<file path="config.mk">
export PLATFORM = sky130hd
export DESIGN_NAME = mem32_byte_streamer_flat
export DESIGN_NICKNAME = d
export VERILOG_FILES = /design/src/rtl/mem32_byte_streamer_pkg.sv /design/src/rtl/mem32_byte_streamer_if.sv /design/src/rtl/mem32_byte_streamer_xor_csum_acc.sv /design/src/rtl/mem32_byte_streamer.sv /design/src/flat_wrapper.sv
export SDC_FILE = /design/constraint.sdc
export NUM_CORES = 1
export LEC_CHECK = 0
export CAP_MARGIN = 20
export CELL_PAD_IN_SITES_DETAIL_PLACEMENT = 2
export CELL_PAD_IN_SITES_GLOBAL_PLACEMENT = 2
export CORE_UTILIZATION = 32
export CTS_CLUSTER_SIZE = 40
export DETAILED_ROUTE_END_ITERATION = 7
export PLACE_DENSITY_LB_ADDON = 0.1
export SKIP_CTS_REPAIR_TIMING = 1
export SLEW_MARGIN = 5
export SYNTH_ARGS = -nofsm -noshare
export SYNTH_HDL_FRONTEND = slang
export SYNTH_SLANG_ARGS = --single-unit
</file>
<file path="constraint.sdc">
create_clock -name clk -period 1.8 [get_ports clk]
set_input_delay 0.27 -clock clk [delete_from_list [all_inputs] [get_ports clk]]
set_output_delay 0.27 -clock clk [all_outputs]
set_load 0.01 [all_outputs]
</file>
<file path="src/rtl/mem32_byte_streamer_pkg.sv">
// Shared definitions for the mem32 word buffer, the byte streamer and the stream sink.
package mem32_byte_streamer_pkg;

    localparam int BYTE_W = 8;

    typedef enum logic [2:0] {
        ST_IDLE  = 3'd0,
        ST_RD    = 3'd1,
        ST_CAP   = 3'd2,
        ST_SEND  = 3'd3,
        ST_CSUM  = 3'd4,
        ST_FIN   = 3'd5,
        ST_REARM = 3'd6
    } state_t;

endpackage

</file>
<file path="src/rtl/mem32_byte_streamer_if.sv">
// Bundle of the buffer read port, the byte stream and the status strobes.
// master = the streamer, slave = the buffer/sink side.
import mem32_byte_streamer_pkg::*;

interface mem32_byte_streamer_if #(
    parameter int ADDR_W = 2
);
    logic              mem_valid;
    logic              mem_rd;
    logic [ADDR_W-1:0] mem_addr;
    logic [BYTE_W-1:0] mem_data;
    logic [BYTE_W-1:0] m_data;
    logic              m_valid;
    logic              m_ready;
    logic              m_last;
    logic              busy;
    logic              done;
    logic              abort;

    modport master (
        input  mem_valid, mem_data, m_ready,
        output mem_rd, mem_addr, m_data, m_valid, m_last, busy, done, abort
    );

    modport slave (
        output mem_valid, mem_data, m_ready,
        input  mem_rd, mem_addr, m_data, m_valid, m_last, busy, done, abort
    );
endinterface

</file>
<file path="src/rtl/mem32_byte_streamer_xor_csum_acc.sv">
// Running 8-bit XOR accumulator: clr wins over en, result is registered.
import mem32_byte_streamer_pkg::*;

module xor_csum_acc (
    input  logic              clk,
    input  logic              rst,
    input  logic              clr,
    input  logic              en,
    input  logic [BYTE_W-1:0] din,
    output logic [BYTE_W-1:0] acc
);
    logic [BYTE_W-1:0] acc_reg;
    logic [BYTE_W-1:0] acc_next;

    // Per-bit next value: cleared, toggled by the incoming bit, or held.
    generate
        for (genvar gi = 0; gi < BYTE_W; gi++) begin : g_bit
            assign acc_next[gi] = clr ? 1'b0 : (en ? (acc_reg[gi] ^ din[gi]) : acc_reg[gi]);
        end
    endgenerate

    // Accumulator register.
    always_ff @(posedge clk or posedge rst) begin
        if (rst) begin
            acc_reg <= '0;
        end else begin
            acc_reg <= acc_next;
        end
    end

    assign acc = acc_reg;
endmodule

</file>
<file path="src/rtl/mem32_byte_streamer.sv">
// Reads a filled word buffer back byte by byte and emits it on a valid/ready
// byte stream, optionally followed by an XOR checksum byte. One frame is sent
// per buffer fill; a buffer that empties mid-frame aborts the frame.
import mem32_byte_streamer_pkg::*;

module mem32_byte_streamer #(
    parameter int NUM_BYTES = 4,
    parameter int ADDR_W    = 2,
    parameter int ADD_CSUM  = 1
) (
    input  logic                   clk,
    input  logic                   rst,
    mem32_byte_streamer_if.master  bus
);
    localparam logic [ADDR_W-1:0] LAST_IDX = ADDR_W'(NUM_BYTES - 1);

    state_t            state_reg;
    logic [ADDR_W-1:0] idx_reg;
    logic              drop_reg;     // buffer went empty while a byte was on the stream
    logic              mem_rd_reg;
    logic [ADDR_W-1:0] mem_addr_reg;
    logic [BYTE_W-1:0] m_data_reg;
    logic              m_valid_reg;
    logic              m_last_reg;
    logic              busy_reg;
    logic              done_reg;
    logic              abort_reg;

    logic              csum_clr;
    logic              csum_en;
    logic [BYTE_W-1:0] csum_acc;
    logic              hs;

    assign hs       = m_valid_reg & bus.m_ready;
    assign csum_clr = (state_reg == ST_IDLE) && bus.mem_valid;
    assign csum_en  = (state_reg == ST_CAP) && bus.mem_valid;

    xor_csum_acc u_csum (
        .clk (clk),
        .rst (rst),
        .clr (csum_clr),
        .en  (csum_en),
        .din (bus.mem_data),
        .acc (csum_acc)
    );

    // Frame sequencer with all outputs registered.
    always_ff @(posedge clk or posedge rst) begin
        if (rst) begin
            state_reg    <= ST_IDLE;
            idx_reg      <= '0;
            drop_reg     <= 1'b0;
            mem_rd_reg   <= 1'b0;
            mem_addr_reg <= '0;
            m_data_reg   <= '0;
            m_valid_reg  <= 1'b0;
            m_last_reg   <= 1'b0;
            busy_reg     <= 1'b0;
            done_reg     <= 1'b0;
            abort_reg    <= 1'b0;
        end else begin
            done_reg  <= 1'b0;
            abort_reg <= 1'b0;
            case (state_reg)
                ST_IDLE: begin
                    if (bus.mem_valid) begin
                        state_reg    <= ST_RD;
                        busy_reg     <= 1'b1;
                        idx_reg      <= '0;
                        drop_reg     <= 1'b0;
                        mem_rd_reg   <= 1'b1;
                        mem_addr_reg <= '0;
                    end
                end
                ST_RD: begin
                    mem_rd_reg <= 1'b0;
                    if (!bus.mem_valid) begin
                        abort_reg <= 1'b1;
                        busy_reg  <= 1'b0;
                        state_reg <= ST_IDLE;
                    end else begin
                        state_reg <= ST_CAP;
                    end
                end
                ST_CAP: begin
                    if (!bus.mem_valid) begin
                        abort_reg <= 1'b1;
                        busy_reg  <= 1'b0;
                        state_reg <= ST_IDLE;
                    end else begin
                        m_data_reg  <= bus.mem_data;
                        m_valid_reg <= 1'b1;
                        m_last_reg  <= (ADD_CSUM == 0) && (idx_reg == LAST_IDX);
                        state_reg   <= ST_SEND;
                    end
                end
                ST_SEND: begin
                    if (!bus.mem_valid) begin
                        drop_reg <= 1'b1;
                    end
                    if (hs) begin
                        m_valid_reg <= 1'b0;
                        m_last_reg  <= 1'b0;
                        if (drop_reg || !bus.mem_valid) begin
                            abort_reg <= 1'b1;
                            busy_reg  <= 1'b0;
                            state_reg <= ST_IDLE;
                        end else if (idx_reg < LAST_IDX) begin
                            idx_reg      <= idx_reg + 1'b1;
                            mem_rd_reg   <= 1'b1;
                            mem_addr_reg <= idx_reg + 1'b1;
                            state_reg    <= ST_RD;
                        end else if (ADD_CSUM != 0) begin
                            m_data_reg  <= csum_acc;
                            m_valid_reg <= 1'b1;
                            m_last_reg  <= 1'b1;
                            state_reg   <= ST_CSUM;
                        end else begin
                            done_reg  <= 1'b1;
                            state_reg <= ST_FIN;
                        end
                    end
                end
                ST_CSUM: begin
                    if (!bus.mem_valid) begin
                        drop_reg <= 1'b1;
                    end
                    if (hs) begin
                        m_valid_reg <= 1'b0;
                        m_last_reg  <= 1'b0;
                        if (drop_reg || !bus.mem_valid) begin
                            abort_reg <= 1'b1;
                            busy_reg  <= 1'b0;
                            state_reg <= ST_IDLE;
                        end else begin
                            done_reg  <= 1'b1;
                            state_reg <= ST_FIN;
                        end
                    end
                end
                ST_FIN: begin
                    state_reg <= ST_REARM;
                end
                ST_REARM: begin
                    // A buffer that stays full must not be streamed twice.
                    if (!bus.mem_valid) begin
                        busy_reg  <= 1'b0;
                        state_reg <= ST_IDLE;
                    end
                end
                default: begin
                    state_reg <= ST_IDLE;
                end
            endcase
        end
    end

    assign bus.mem_rd   = mem_rd_reg;
    assign bus.mem_addr = mem_addr_reg;
    assign bus.m_data   = m_data_reg;
    assign bus.m_valid  = m_valid_reg;
    assign bus.m_last   = m_last_reg;
    assign bus.busy     = busy_reg;
    assign bus.done     = done_reg;
    assign bus.abort    = abort_reg;
endmodule

</file>
<file path="src/flat_wrapper.sv">
// flat-port wrapper written by rule: the top's interface ports become plain ports
module mem32_byte_streamer_flat 
#(
    parameter int NUM_BYTES = 4,
    parameter int ADDR_W    = 2,
    parameter int ADD_CSUM  = 1
)
  (clk, rst, bus_mem_valid, bus_mem_data, bus_m_ready, bus_mem_rd, bus_mem_addr, bus_m_data, bus_m_valid, bus_m_last, bus_busy, bus_done, bus_abort);
  mem32_byte_streamer_if #(.ADDR_W(ADDR_W)) bus_i ();
  input  logic clk;
  input  logic rst;
  input wire logic [$bits(bus_i.mem_valid)-1:0] bus_mem_valid;
  input wire logic [$bits(bus_i.mem_data)-1:0] bus_mem_data;
  input wire logic [$bits(bus_i.m_ready)-1:0] bus_m_ready;
  output wire logic [$bits(bus_i.mem_rd)-1:0] bus_mem_rd;
  output wire logic [$bits(bus_i.mem_addr)-1:0] bus_mem_addr;
  output wire logic [$bits(bus_i.m_data)-1:0] bus_m_data;
  output wire logic [$bits(bus_i.m_valid)-1:0] bus_m_valid;
  output wire logic [$bits(bus_i.m_last)-1:0] bus_m_last;
  output wire logic [$bits(bus_i.busy)-1:0] bus_busy;
  output wire logic [$bits(bus_i.done)-1:0] bus_done;
  output wire logic [$bits(bus_i.abort)-1:0] bus_abort;
  assign bus_i.mem_valid = bus_mem_valid;
  assign bus_i.mem_data = bus_mem_data;
  assign bus_i.m_ready = bus_m_ready;
  assign bus_mem_rd = bus_i.mem_rd;
  assign bus_mem_addr = bus_i.mem_addr;
  assign bus_m_data = bus_i.m_data;
  assign bus_m_valid = bus_i.m_valid;
  assign bus_m_last = bus_i.m_last;
  assign bus_busy = bus_i.busy;
  assign bus_done = bus_i.done;
  assign bus_abort = bus_i.abort;
  mem32_byte_streamer #(.NUM_BYTES(NUM_BYTES), .ADDR_W(ADDR_W), .ADD_CSUM(ADD_CSUM)) u_core (.clk(clk), .rst(rst), .bus(bus_i));
endmodule
</file>
==> flow_summary_export.csv <==
group,metric,value,unit
layout,antennaDiodeCount,0,
setup_path,critical_path_class,"reg -> reg",
power_and_ir_drop,power_frac_seq,36.2,%
power_and_ir_drop,ir_worst_vdd,555,µV
synth,ys_types,39,
setup_path,critPathMaxFanout,17,
drt,drc,0,
synth,yosys_warnings,0,
timing,slew-limit-headroom,62.4,%
synth,syn_inst,172,
setup_path,reg2reg_slack,0.13,ns
power_and_ir_drop,netSwitchingFraction,39.1,%
synth,yosysTopAreaCell,"dfrtp_1",
drt,wire_per_inst,16.5,µm
timing,final-setup-viol-count,0,
synth,synthesis.nets,187,
clock_network,clock_latency,0.27,ns
layout,drive_gt1_share,17.5,%
clock_network,clk_pin_slew,0.10,ns
synth,synth-seq-cells,28,
layout,areaGrowthSynthToFinish,31.6,%
drt,num_vias,1419,
status,status,"complete, no violations",
power_and_ir_drop,p_sw,1.21,mW
timing,skew,0.00533,ns
drt,antenna_left,0,
synth,avgSynthCellArea,9.31,µm²
layout,final_core_util,44.3,%
synth,netlist_top_cells_area,"dfrtp_1 (44%), nand2_1 (6.8%), nor2_1 (4.5%)",
clock_network,cts_buffer_depth,2,
synth,synth_area,1600,µm²
power_and_ir_drop,power.internal,1.89,mW
die,ioPinCount,28,
clock_network,cts_made_buffers,3,
timing,finalHoldViolCount,0,
power_and_ir_drop,p_per_area,1470,nW/µm²
setup_path,regToRegEndpoint,"u_core.u_csum.acc[6]$_DFFE_PP0P_",
die,die_h,72.7,µm
synth,synth-edff-count,0,
clock_network,cts_root_buffer,"clkbuf_8",
power_and_ir_drop,p_leak,0.900,nW
hold_path,hold_class,"in -> async",
setup_path,worstReg2RegStart,"u_core.state_reg[2]$_DFFE_PP0P_",
power_and_ir_drop,p_clk_share,13.0,%
die,die_w,72.7,µm
synth,seq_area_frac_synth,43.8,%
setup_path,reg2reg_depth,4,
global_route,grt_start_max_net_pins,29,
global_route,track_usage,19.3,%
setup_path,cp-start-kind,"flop",
setup_path,arrival,1.84,ns
timing,grt_setup_unrepaired,"false",
timing,slew_violations,0,
drt,via_per_inst,5.09,
synth,synth-async-reset-ratio,100,%
drt,firstDrtPassIters,4,
layout,fillers,553,
timing,max_slew.worst_pin.slew,0.565,ns
global_route,grt-ovfl-total,0,
layout,seq_area,701,µm²
timing,min_period,1.67,ns
layout,multiInputGateArea,820,µm²
timing,fin_tns_setup,0,ns
drt,drt_iter0_markers,34,
die,core_area,4750,µm²
placed_design,detailed_place_hpwl,3.56,mm
setup_path,endpoint_kind,"flop",
clock_network,clock_sinks,28,
die,initial_core_util,33.7,%
die,dieArea,5290,µm²
timing,fin_crit_sh,92.9,%
synth,synthFlopType,"dfrtp_1",
die,num_rows,25,
placed_design,gp_congestion,0.852,
global_route,grt_pass1_vias,1568,
clock_network,cts_tree,"yes",
drt,drt-total-wl,4.61,mm
placed_design,portBuffers,27,
setup_path,critPathRequiredTime,1.97,ns
clock_network,htreeDepth,1,
global_route,grt_pass1_wl,7.82,mm
synth,netlist.area_leader.share,43.8,%
flow_run,drv_cap,0,
layout,fin_nets,228,
timing,max_freq,598,MHz
power_and_ir_drop,comb_power_share,50.9,%
global_route,antenna_found_initial,0,
-- cell families (layout without fill, tap and decap cells) --
group                    Yosys count  in the layout  share of synthesized area, %
AO/OA/AOI/OAI                     48             48                          21.2
XOR/XNOR                           2              2                          1.09
flip-flops                        28             28                          43.7
adder cells (fa/ha/maj)            3              3                          2.34
buffers and inverters             15             55                          5.08
multiplexers                       9              9                          6.02
AND/OR/NAND/NOR                   67             67                          20.5
-- routing by layer --
metal | global-route usage [%] | up-vias | share of wire (%)
met5 | 0 | - | 0
met2 | 35.9 | 14 | 52
met1 | 23.8 | 713 | 46
met4 | 3.92 | 0 | 0.54
li1 | - | 690 | -
met3 | 2.21 | 2 | 1.7
-- Yosys cell counts (2+ instances only) --
cell type / n
a21oi_1: 4
a22o_1: 8
a31oi_1: 10
a31oi_2: 2
and3_1: 2
buf_2: 8
buf_6: 2
dfrtp_1: 28
ha_1: 3
inv_1: 4
mux2_2: 5
mux2i_1: 4
nand2_1: 29
nand2b_1: 2
nor2_1: 19
nor2b_1: 3
nor3_1: 3
o21ai_0: 14
xnor2_1: 2
-- power groups by stage --
stage	clock, mW	combinational (mW)	sequential, mW
final	0.402	1.58	1.12
after floorplan	0	0.893	1.12
after global routing	0.439	1.75	1.16
after global placement	0	1.54	1.11
after CTS	0.420	1.61	1.13
after detailed placement	0	1.60	1.14
-- worst max-delay path, cell delays in order (launching register included) --
cell and delay, ns:
dfrtp_1 0.71, or3b_4 0.34, nor2_1 0.05, mux2_2 0.26, a22o_1 0.19
-- layout make-up --
type / instances / share of cell area, %
Tap cell: 67 / 3.98
Clock buffer: 4 / 2.61
Timing Repair Buffer: 47 / 20.5
Inverter: 4 / 0.713
Multi-Input combinational cell: 129 / 38.9
Sequential cell: 28 / 33.3
-- through the flow --
step	instance area [µm²]	hold WS (ns)	setup slack, ns	power (mW)	std cells
5_1_grt	2110	0.453	0.0468	3.35	279
6_report	2110	0.403	0.128	3.10	279
3_3_place_gp	2050	0.462	0.00796	2.65	275
3_5_place_dp	2050	0.484	-0.0114	2.74	275
4_1_cts	2110	0.434	0.116	3.15	279
2_1_floorplan	1600	0.335	0.221	2.01	172
-- worst max path at each step --
stage | depth (start not counted) | end | start
3_5_place_dp | 7 | u_core.bus.busy$_DFFE_PP0P_ | bus_mem_valid
6_report | 4 | u_core.u_csum.acc[6]$_DFFE_PP0P_ | u_core.state_reg[2]$_DFFE_PP0P_
3_3_place_gp | 7 | u_core.u_csum.acc[0]$_DFFE_PP0P_ | bus_mem_valid
2_1_floorplan | 6 | u_core.bus.m_data[2]$_DFFE_PP0P_ | u_core.bus.mem_addr[0]$_DFFE_PP0P_
4_1_cts | 6 | u_core.bus.m_data[1]$_DFFE_PP0P_ | u_core.bus.mem_addr[0]$_DFFE_PP0P_
5_1_grt | 4 | u_core.bus.mem_rd$_DFFE_PP0P_ | u_core.state_reg[2]$_DFFE_PP0P_
-- cell usage in the layout (no fill, tap or decap), drive strengths merged, types with 2 or more instances in the layout --
cell / synthesis / final
ha: 3 / 3
a211oi: 2 / 2
a22o: 8 / 8
nand2: 29 / 29
xnor2: 2 / 2
dfrtp: 28 / 28
clkdlybuf4s50: 0 / 27
inv: 4 / 4
and3: 2 / 2
clkbuf: 0 / 4
a21oi: 4 / 4
a31oi: 12 / 12
o21ai: 15 / 15
nor2: 19 / 19
nor3: 3 / 3
mux2: 5 / 5
nor2b: 3 / 3
mux2i: 4 / 4
buf: 11 / 20
nand2b: 3 / 3
Note: power is estimated with default switching activity, not from simulation.
